**config.mk**
```make
export PLATFORM = sky130hd
export DESIGN_NAME = hazard_forward_unit_flat
export DESIGN_NICKNAME = d
export VERILOG_FILES = /design/src/rtl/forward_pkg.sv /design/src/rtl/hazard_forward_unit_if.sv /design/src/rtl/wb_history_reg.sv /design/src/rtl/hazard_forward_unit.sv /design/src/flat_wrapper.sv
export SDC_FILE = /design/constraint.sdc
export NUM_CORES = 1
export LEC_CHECK = 0
export BUFFER_PORTS_ARGS = -buffer_cell sky130_fd_sc_hd__buf_2
export CAP_MARGIN = 20
export CELL_PAD_IN_SITES_DETAIL_PLACEMENT = 1
export CELL_PAD_IN_SITES_GLOBAL_PLACEMENT = 2
export CORE_UTILIZATION = 29
export CTS_BUF_LIST = sky130_fd_sc_hd__clkbuf_8
export DETAILED_ROUTE_END_ITERATION = 6
export PLACE_DENSITY = 0.89
export SETUP_SLACK_MARGIN = 0.1
export SLEW_MARGIN = 20
export SYNTH_ARGS = -nofsm -noshare
export SYNTH_HDL_FRONTEND = slang
export SYNTH_SLANG_ARGS = --single-unit
```
**constraint.sdc**
```tcl
create_clock -name CLK -period 2.35 [get_ports CLK]
set_clock_uncertainty 0.05 [all_clocks]
set_input_delay 0.47 -clock CLK [delete_from_list [all_inputs] [get_ports CLK]]
set_output_delay 0.47 -clock CLK [all_outputs]
set_load 0.1 [all_outputs]
```
**src/rtl/forward_pkg.sv**
```systemverilog
// Shared types and width defaults for the EX-stage forwarding / load-use hazard unit.
package forward_pkg;

   localparam int REGW_DEF  = 5;
   localparam int DATAW_DEF = 32;

   typedef enum logic [1:0] {
      FWD_RF    = 2'b00,
      FWD_MEMWB = 2'b01,
      FWD_EXMEM = 2'b10,
      FWD_HIST  = 2'b11
   } fwd_sel_t;

   typedef enum logic {
      IDLE = 1'b0,
      WAIT = 1'b1
   } hz_state_t;

endpackage

```
**src/rtl/hazard_forward_unit_if.sv**
```systemverilog
// Pipeline-side bundle for the hazard/forward unit: stage tags in, operand selects and stall out.
interface hazard_forward_unit_if #(
   parameter int NPORT  = 2,
   parameter int REGW   = forward_pkg::REGW_DEF,
   parameter int DATAW  = forward_pkg::DATAW_DEF,
   parameter int STAT_W = 16
);
   logic                 pipe_en;
   logic [REGW-1:0]      idex_src [NPORT];
   logic [REGW-1:0]      ifid_src [NPORT];
   logic                 idex_memrd;
   logic [REGW-1:0]      idex_wsel;
   logic                 exmem_RegWr;
   logic [REGW-1:0]      exmem_wsel;
   logic                 memwb_RegWr;
   logic [REGW-1:0]      memwb_wsel;
   logic [DATAW-1:0]     memwb_wdat;
   forward_pkg::fwd_sel_t forward [NPORT];
   logic [DATAW-1:0]     hist_dat;
   logic                 stall;
   logic                 bubble;
   logic [STAT_W-1:0]    stall_count;

   modport unit (
      input  pipe_en, idex_src, ifid_src, idex_memrd, idex_wsel,
             exmem_RegWr, exmem_wsel, memwb_RegWr, memwb_wsel, memwb_wdat,
      output forward, hist_dat, stall, bubble, stall_count
   );

   modport pipe (
      output pipe_en, idex_src, ifid_src, idex_memrd, idex_wsel,
             exmem_RegWr, exmem_wsel, memwb_RegWr, memwb_wsel, memwb_wdat,
      input  forward, hist_dat, stall, bubble, stall_count
   );
endinterface

```
**src/rtl/wb_history_reg.sv**
```systemverilog
// One-entry record of the last writeback (dest + data); refreshed or invalidated on each
// advancing cycle, held while the pipeline is frozen.
module wb_history_reg #(
   parameter int REGW  = 5,
   parameter int DATAW = 32
) (
   input  logic             CLK,
   input  logic             RST,
   input  logic             pipe_en,
   input  logic             wr_en,
   input  logic [REGW-1:0]  wsel,
   input  logic [DATAW-1:0] wdat,
   output logic             hist_valid,
   output logic [REGW-1:0]  hist_wsel,
   output logic [DATAW-1:0] hist_dat
);
   always_ff @(posedge CLK or posedge RST) begin
      if (RST) begin
         hist_valid <= 1'b0;
         hist_wsel  <= '0;
         hist_dat   <= '0;
      end else if (pipe_en) begin
         hist_valid <= wr_en;
         if (wr_en) begin
            hist_wsel <= wsel;
            hist_dat  <= wdat;
         end
      end
   end
endmodule

```
**src/rtl/hazard_forward_unit.sv**
```systemverilog
// Per-operand EX forwarding select and load-use stall FSM; forward/hist_dat/stall are combinational,
// a stall lasts LOAD_LAT advancing cycles and everything holds while pipe_en is low.
module hazard_forward_unit
   import forward_pkg::*;
#(
   parameter int NPORT    = 2,
   parameter int REGW     = REGW_DEF,
   parameter int DATAW    = DATAW_DEF,
   parameter int LOAD_LAT = 1,
   parameter int STAT_W   = 16
) (
   input logic                 CLK,
   input logic                 RST,
   hazard_forward_unit_if.unit bus
);
   localparam int CNT_W = (LOAD_LAT > 1) ? $clog2(LOAD_LAT) : 1;

   logic             hist_valid;
   logic [REGW-1:0]  hist_wsel;
   logic [DATAW-1:0] hist_q;
   fwd_sel_t         fwd [NPORT];
   logic             detect;
   logic             stall;
   hz_state_t        state;
   logic [CNT_W-1:0] cnt;
   logic [STAT_W-1:0] stall_q;

   wb_history_reg #(.REGW(REGW), .DATAW(DATAW)) u_hist (
      .CLK        (CLK),
      .RST        (RST),
      .pipe_en    (bus.pipe_en),
      .wr_en      (bus.memwb_RegWr),
      .wsel       (bus.memwb_wsel),
      .wdat       (bus.memwb_wdat),
      .hist_valid (hist_valid),
      .hist_wsel  (hist_wsel),
      .hist_dat   (hist_q)
   );

   // Each operand resolves on its own; nearest producer wins, $0 never forwards.
   always_comb begin
      for (int p = 0; p < NPORT; p++) begin
         if (bus.exmem_RegWr && bus.exmem_wsel != '0 && bus.exmem_wsel == bus.idex_src[p])
            fwd[p] = FWD_EXMEM;
         else if (bus.memwb_RegWr && bus.memwb_wsel != '0 && bus.memwb_wsel == bus.idex_src[p])
            fwd[p] = FWD_MEMWB;
         else if (hist_valid && hist_wsel != '0 && hist_wsel == bus.idex_src[p])
            fwd[p] = FWD_HIST;
         else
            fwd[p] = FWD_RF;
      end
   end

   always_comb begin
      detect = 1'b0;
      for (int p = 0; p < NPORT; p++) begin
         if (bus.idex_wsel == bus.ifid_src[p])
            detect = 1'b1;
      end
      detect = detect && bus.idex_memrd && (bus.idex_wsel != '0);
   end

   // IDLE stall follows detect directly; WAIT covers the remaining LOAD_LAT-1 cycles.
   assign stall = !RST && ((state == WAIT) || detect);

   always_ff @(posedge CLK or posedge RST) begin
      if (RST) begin
         state   <= IDLE;
         cnt     <= '0;
         stall_q <= '0;
      end else if (bus.pipe_en) begin
         if (stall && stall_q != '1)
            stall_q <= stall_q + STAT_W'(1);
         case (state)
            IDLE: begin
               if (detect && LOAD_LAT > 1) begin
                  state <= WAIT;
                  cnt   <= CNT_W'(LOAD_LAT - 1);
               end
            end
            WAIT: begin
               cnt <= cnt - CNT_W'(1);
               if (cnt == CNT_W'(1))
                  state <= IDLE;
            end
            default: state <= IDLE;
         endcase
      end
   end

   assign bus.forward     = fwd;
   assign bus.hist_dat    = hist_q;
   assign bus.stall       = stall;
   assign bus.bubble      = stall;
   assign bus.stall_count = stall_q;
endmodule

```
**src/flat_wrapper.sv**
```systemverilog
// flat-port wrapper written by rule: the top's interface ports become plain ports
module hazard_forward_unit_flat import forward_pkg::*;
#(
   parameter int NPORT    = 2,
   parameter int REGW     = REGW_DEF,
   parameter int DATAW    = DATAW_DEF,
   parameter int LOAD_LAT = 1,
   parameter int STAT_W   = 16
)
  (CLK, RST, bus_pipe_en, bus_idex_src, bus_ifid_src, bus_idex_memrd, bus_idex_wsel, bus_exmem_RegWr, bus_exmem_wsel, bus_memwb_RegWr, bus_memwb_wsel, bus_memwb_wdat, bus_forward, bus_hist_dat, bus_stall, bus_bubble, bus_stall_count);
  hazard_forward_unit_if #(.NPORT(NPORT), .REGW(REGW), .DATAW(DATAW), .STAT_W(STAT_W)) bus_i ();
  input logic CLK;
  input logic RST;
  input wire logic [$bits(bus_i.pipe_en)-1:0] bus_pipe_en;
  input wire logic [$bits(bus_i.idex_src)-1:0] bus_idex_src;
  input wire logic [$bits(bus_i.ifid_src)-1:0] bus_ifid_src;
  input wire logic [$bits(bus_i.idex_memrd)-1:0] bus_idex_memrd;
  input wire logic [$bits(bus_i.idex_wsel)-1:0] bus_idex_wsel;
  input wire logic [$bits(bus_i.exmem_RegWr)-1:0] bus_exmem_RegWr;
  input wire logic [$bits(bus_i.exmem_wsel)-1:0] bus_exmem_wsel;
  input wire logic [$bits(bus_i.memwb_RegWr)-1:0] bus_memwb_RegWr;
  input wire logic [$bits(bus_i.memwb_wsel)-1:0] bus_memwb_wsel;
  input wire logic [$bits(bus_i.memwb_wdat)-1:0] bus_memwb_wdat;
  output wire logic [$bits(bus_i.forward)-1:0] bus_forward;
  output wire logic [$bits(bus_i.hist_dat)-1:0] bus_hist_dat;
  output wire logic [$bits(bus_i.stall)-1:0] bus_stall;
  output wire logic [$bits(bus_i.bubble)-1:0] bus_bubble;
  output wire logic [$bits(bus_i.stall_count)-1:0] bus_stall_count;
  assign bus_i.pipe_en = bus_pipe_en;
  assign bus_i.idex_src = {>>{bus_idex_src}};
  assign bus_i.ifid_src = {>>{bus_ifid_src}};
  assign bus_i.idex_memrd = bus_idex_memrd;
  assign bus_i.idex_wsel = bus_idex_wsel;
  assign bus_i.exmem_RegWr = bus_exmem_RegWr;
  assign bus_i.exmem_wsel = bus_exmem_wsel;
  assign bus_i.memwb_RegWr = bus_memwb_RegWr;
  assign bus_i.memwb_wsel = bus_memwb_wsel;
  assign bus_i.memwb_wdat = bus_memwb_wdat;
  assign bus_forward = {>>{bus_i.forward}};
  assign bus_hist_dat = bus_i.hist_dat;
  assign bus_stall = bus_i.stall;
  assign bus_bubble = bus_i.bubble;
  assign bus_stall_count = bus_i.stall_count;
  hazard_forward_unit #(.NPORT(NPORT), .REGW(REGW), .DATAW(DATAW), .LOAD_LAT(LOAD_LAT), .STAT_W(STAT_W)) u_core (.CLK(CLK), .RST(RST), .bus(bus_i));
endmodule
```
==> results.json <==
{
  "post-route-drc-count": 0,
  "drv_cap": 0,
  "placeableCoreArea_mm2": 0.00928,
  "nets": 449,
  "intPower_mw": 1.77,
  "antenna_found_initial": 0,
  "initial_utilization_pct": 30.1,
  "numPlacedInstances": 494,
  "yosys_register_bits": 56,
  "multi_input_area_mm2": 0.00156,
  "synth_edf_count": 0,
  "die_area_mm2": 0.0100,
  "path_class": "flop to primary output",
  "yosysMostFrequentCell": "dfrtp_1",
  "die_h_um": 100,
  "ys.flop_type": "dfrtp_1",
  "fin_ws_ps": -28.4,
  "rsz0062_at_grt": "yes",
  "gr-total-overflow": 0,
  "grt_start_max_net_pins": 38,
  "start_kind": "flop",
  "min-delay-path-class": "input pin to asynchronous set/reset pin",
  "synth-seq-area-share_pct": 50.1,
  "end_kind": "primary output",
  "first_iter_violations": 50,
  "pwr-share-clk_pct": 21.7,
  "cts_tree": "yes",
  "cts_buffer_depth": 2,
  "cts_made_buffers": 5,
  "fillers": 1076,
  "arrival_ps": 1860,
  "power_density_mw_per_mm2": 749,
  "drv_slew": 0,
  "drt_pass1_iterations": 4,
  "grt_pass1_vias": 2489,
  "pwr-share-comb_pct": 41.4,
  "irDropWorstVdd_v": 0.000666,
  "drt-total-wl_mm": 7.64,
  "antenna-diode-count": 0,
  "synth_common_cells": "56 x dfrtp_1, 37 x mux2_2, 33 x xnor2_1, 23 x xor2_1",
  "synth_area_leaders": "dfrtp_1 50%, mux2_2 15%, xnor2_1 10%",
  "layout-drive-gt1-share_pct": 62.2,
  "clock_latency_ps": 300,
  "switching_share_pct": 43.2,
  "p_seq_share_pct": 36.9,
  "slew_headroom_pct": 65.7,
  "period_share_pct": 101,
  "async_flop_share_pct": 100,
  "ant_nets": 0,
  "rows": 35,
  "viasPerCell": 4.57,
  "total_power_mw": 3.11,
  "ios": 127,
  "wire_per_inst_um": 15.1,
  "avgSynthCellArea_um2": 12.0,
  "max_slew.worst_pin.slew_ps": 518,
  "die_x_um": 100,
  "clk_transition_reported_paths_ps": 100,
  "instances_no_fill": 505,
  "grt_pass1_wl_mm": 12.0,
  "clockRootBuffer": "clkbuf_8",
  "fin_crit_ps": 2380,
  "status": "finished with violations",
  "synth_cell_types": 32,
  "dpl.hpwl_mm": 6.08,
  "syn-cell-area_mm2": 0.00280,
  "crit_fanout": 2,
  "p_switching_mw": 1.34,
  "syn_inst": 234,
  "syn-num-nets": 308,
  "max_freq_mhz": 420,
  "cp.required_ps": 1830,
  "vias": 2306,
  "fin_util_pct": 44.7,
  "syn_to_final_growth_pct": 48.5,
  "synth_top_area_share_pct": 50.1,
  "globalplace.congestion": 0.809,
  "hold_violations": 0,
  "cts_sinks": 56,
  "yosysTopAreaCell": "dfrtp_1",
  "regArea_mm2": 0.00142,
  "ys_warn_count": 0,
  "track_usage_pct": 15.2,
  "htree_levels": 2,
  "p_leak_nw": 1.89,
  "portBuffers": 126,
  "violations": "negative setup slack",
  "finalSetupViolCount": 4
}
-- power by group through the flow --
stage / Sequential [mW] / Combinational, mW / Clock [mW]
6_report: 1.15 / 1.29 / 0.676
5_1_grt: 1.17 / 1.35 / 0.734
4_1_cts: 1.15 / 1.28 / 0.704
3_5_place_dp: 1.17 / 1.25 / 0
3_3_place_gp: 1.15 / 1.24 / 0
2_1_floorplan: 1.85 / 0.269 / 0
-- worst paths after layout --
check	to	slack, ps	startpoint	cells after the start
worst max-delay path	bus_forward[0]	-30	u_core.u_hist.hist_wsel[2]	6
worst min register to register	u_core.cnt	420	u_core.cnt	1
min in group CLK	u_core.u_hist.hist_dat[4]	340	bus_memwb_wdat[4]	2
worst max register to register	u_core.bus.stall_count[1]	390	u_core.bus.stall_count[0]	6
worst min-delay path	u_core.bus.stall_count[13]	150	RST	2
max in group asynchronous	u_core.bus.stall_count[6]	1530	RST	3
-- critical path, stage by stage, from the launching register on --
cell,delay (ps)
dfrtp_1,390
or4_4,540
o21ai_4,170
nor4_2,70
nand3_2,130
a21oi_4,80
buf_12,180
-- metal layers --
layer | track usage (%) | share of wire (%) | vias up
met3 | 2.65 | 4.0 | 7
li1 | - | - | 1087
met1 | 17.4 | 40 | 1148
met2 | 29.4 | 55 | 64
met4 | 3.12 | 0.82 | 0
met5 | 0 | 0 | -
-- logic make-up (layout without fill, tap and decap cells) --
logic type / after synthesis / in the layout / synth area share [%]
and+or+nand+nor: 60 / 60 / 11.6
xor gates and xnor gates: 56 / 56 / 17.5
DFF: 56 / 56 / 50.1
muxes: 38 / 38 / 15.4
AOI/OAI and AO/OA: 13 / 13 / 3.13
buffers and inverters: 10 / 152 / 1.74
adders and majority gates: 1 / 1 / 0.447
-- sequential cells by signal, summed over array words and instances (netlist names) --
register / cells
u_core.state: 1
u_core.bus.stall_count: 16
u_core.cnt: 1
u_core.u_hist.hist_valid: 1
u_core.u_hist.hist_dat: 32
u_core.u_hist.hist_wsel: 5
-- cell type report --
class                      instances  area share (%)
timing repair buffer             140            21.0
clock buffer                       7            2.32
clock inverter                     1           0.723
tap                              129            3.89
multi-input combinational        168            37.6
inverter                           4           0.362
sequential                        56            34.2
-- metrics by stage --
stage	instance area (µm²)	setup TNS [ps]	hold slack [ps]	setup slack [ps]
2_1_floorplan	2960	-57.2	390	-57.2
3_3_place_gp	3870	-22.7	405	-11.4
3_5_place_dp	3870	-59.7	411	-30.2
4_1_cts	4100	-219	156	-64.6
5_1_grt	4150	-395	186	-114
6_report	4150	-68.3	152	-28.4
-- placed cells by master (no fill, tap or decap), types with 7 or more instances in the layout --
cell type / count
xor2_1: 21
buf_4: 10
nand3_1: 9
mux2_2: 37
clkbuf_8: 7
nand2_1: 11
dfrtp_2: 14
buf_12: 8
dfrtp_1: 42
xnor2_1: 33
buf_2: 118
-- what timing repair did --
action / CTS / global route
endpoints found under the setup margin: 6 / 6
pin swaps: 9 / 11
hold buffers: 0 / 0
gates resized for setup: 20 / 12
buffers inserted: 2 / 1
gates cloned: 0 / 0
Power figures use the tool's default switching activity.
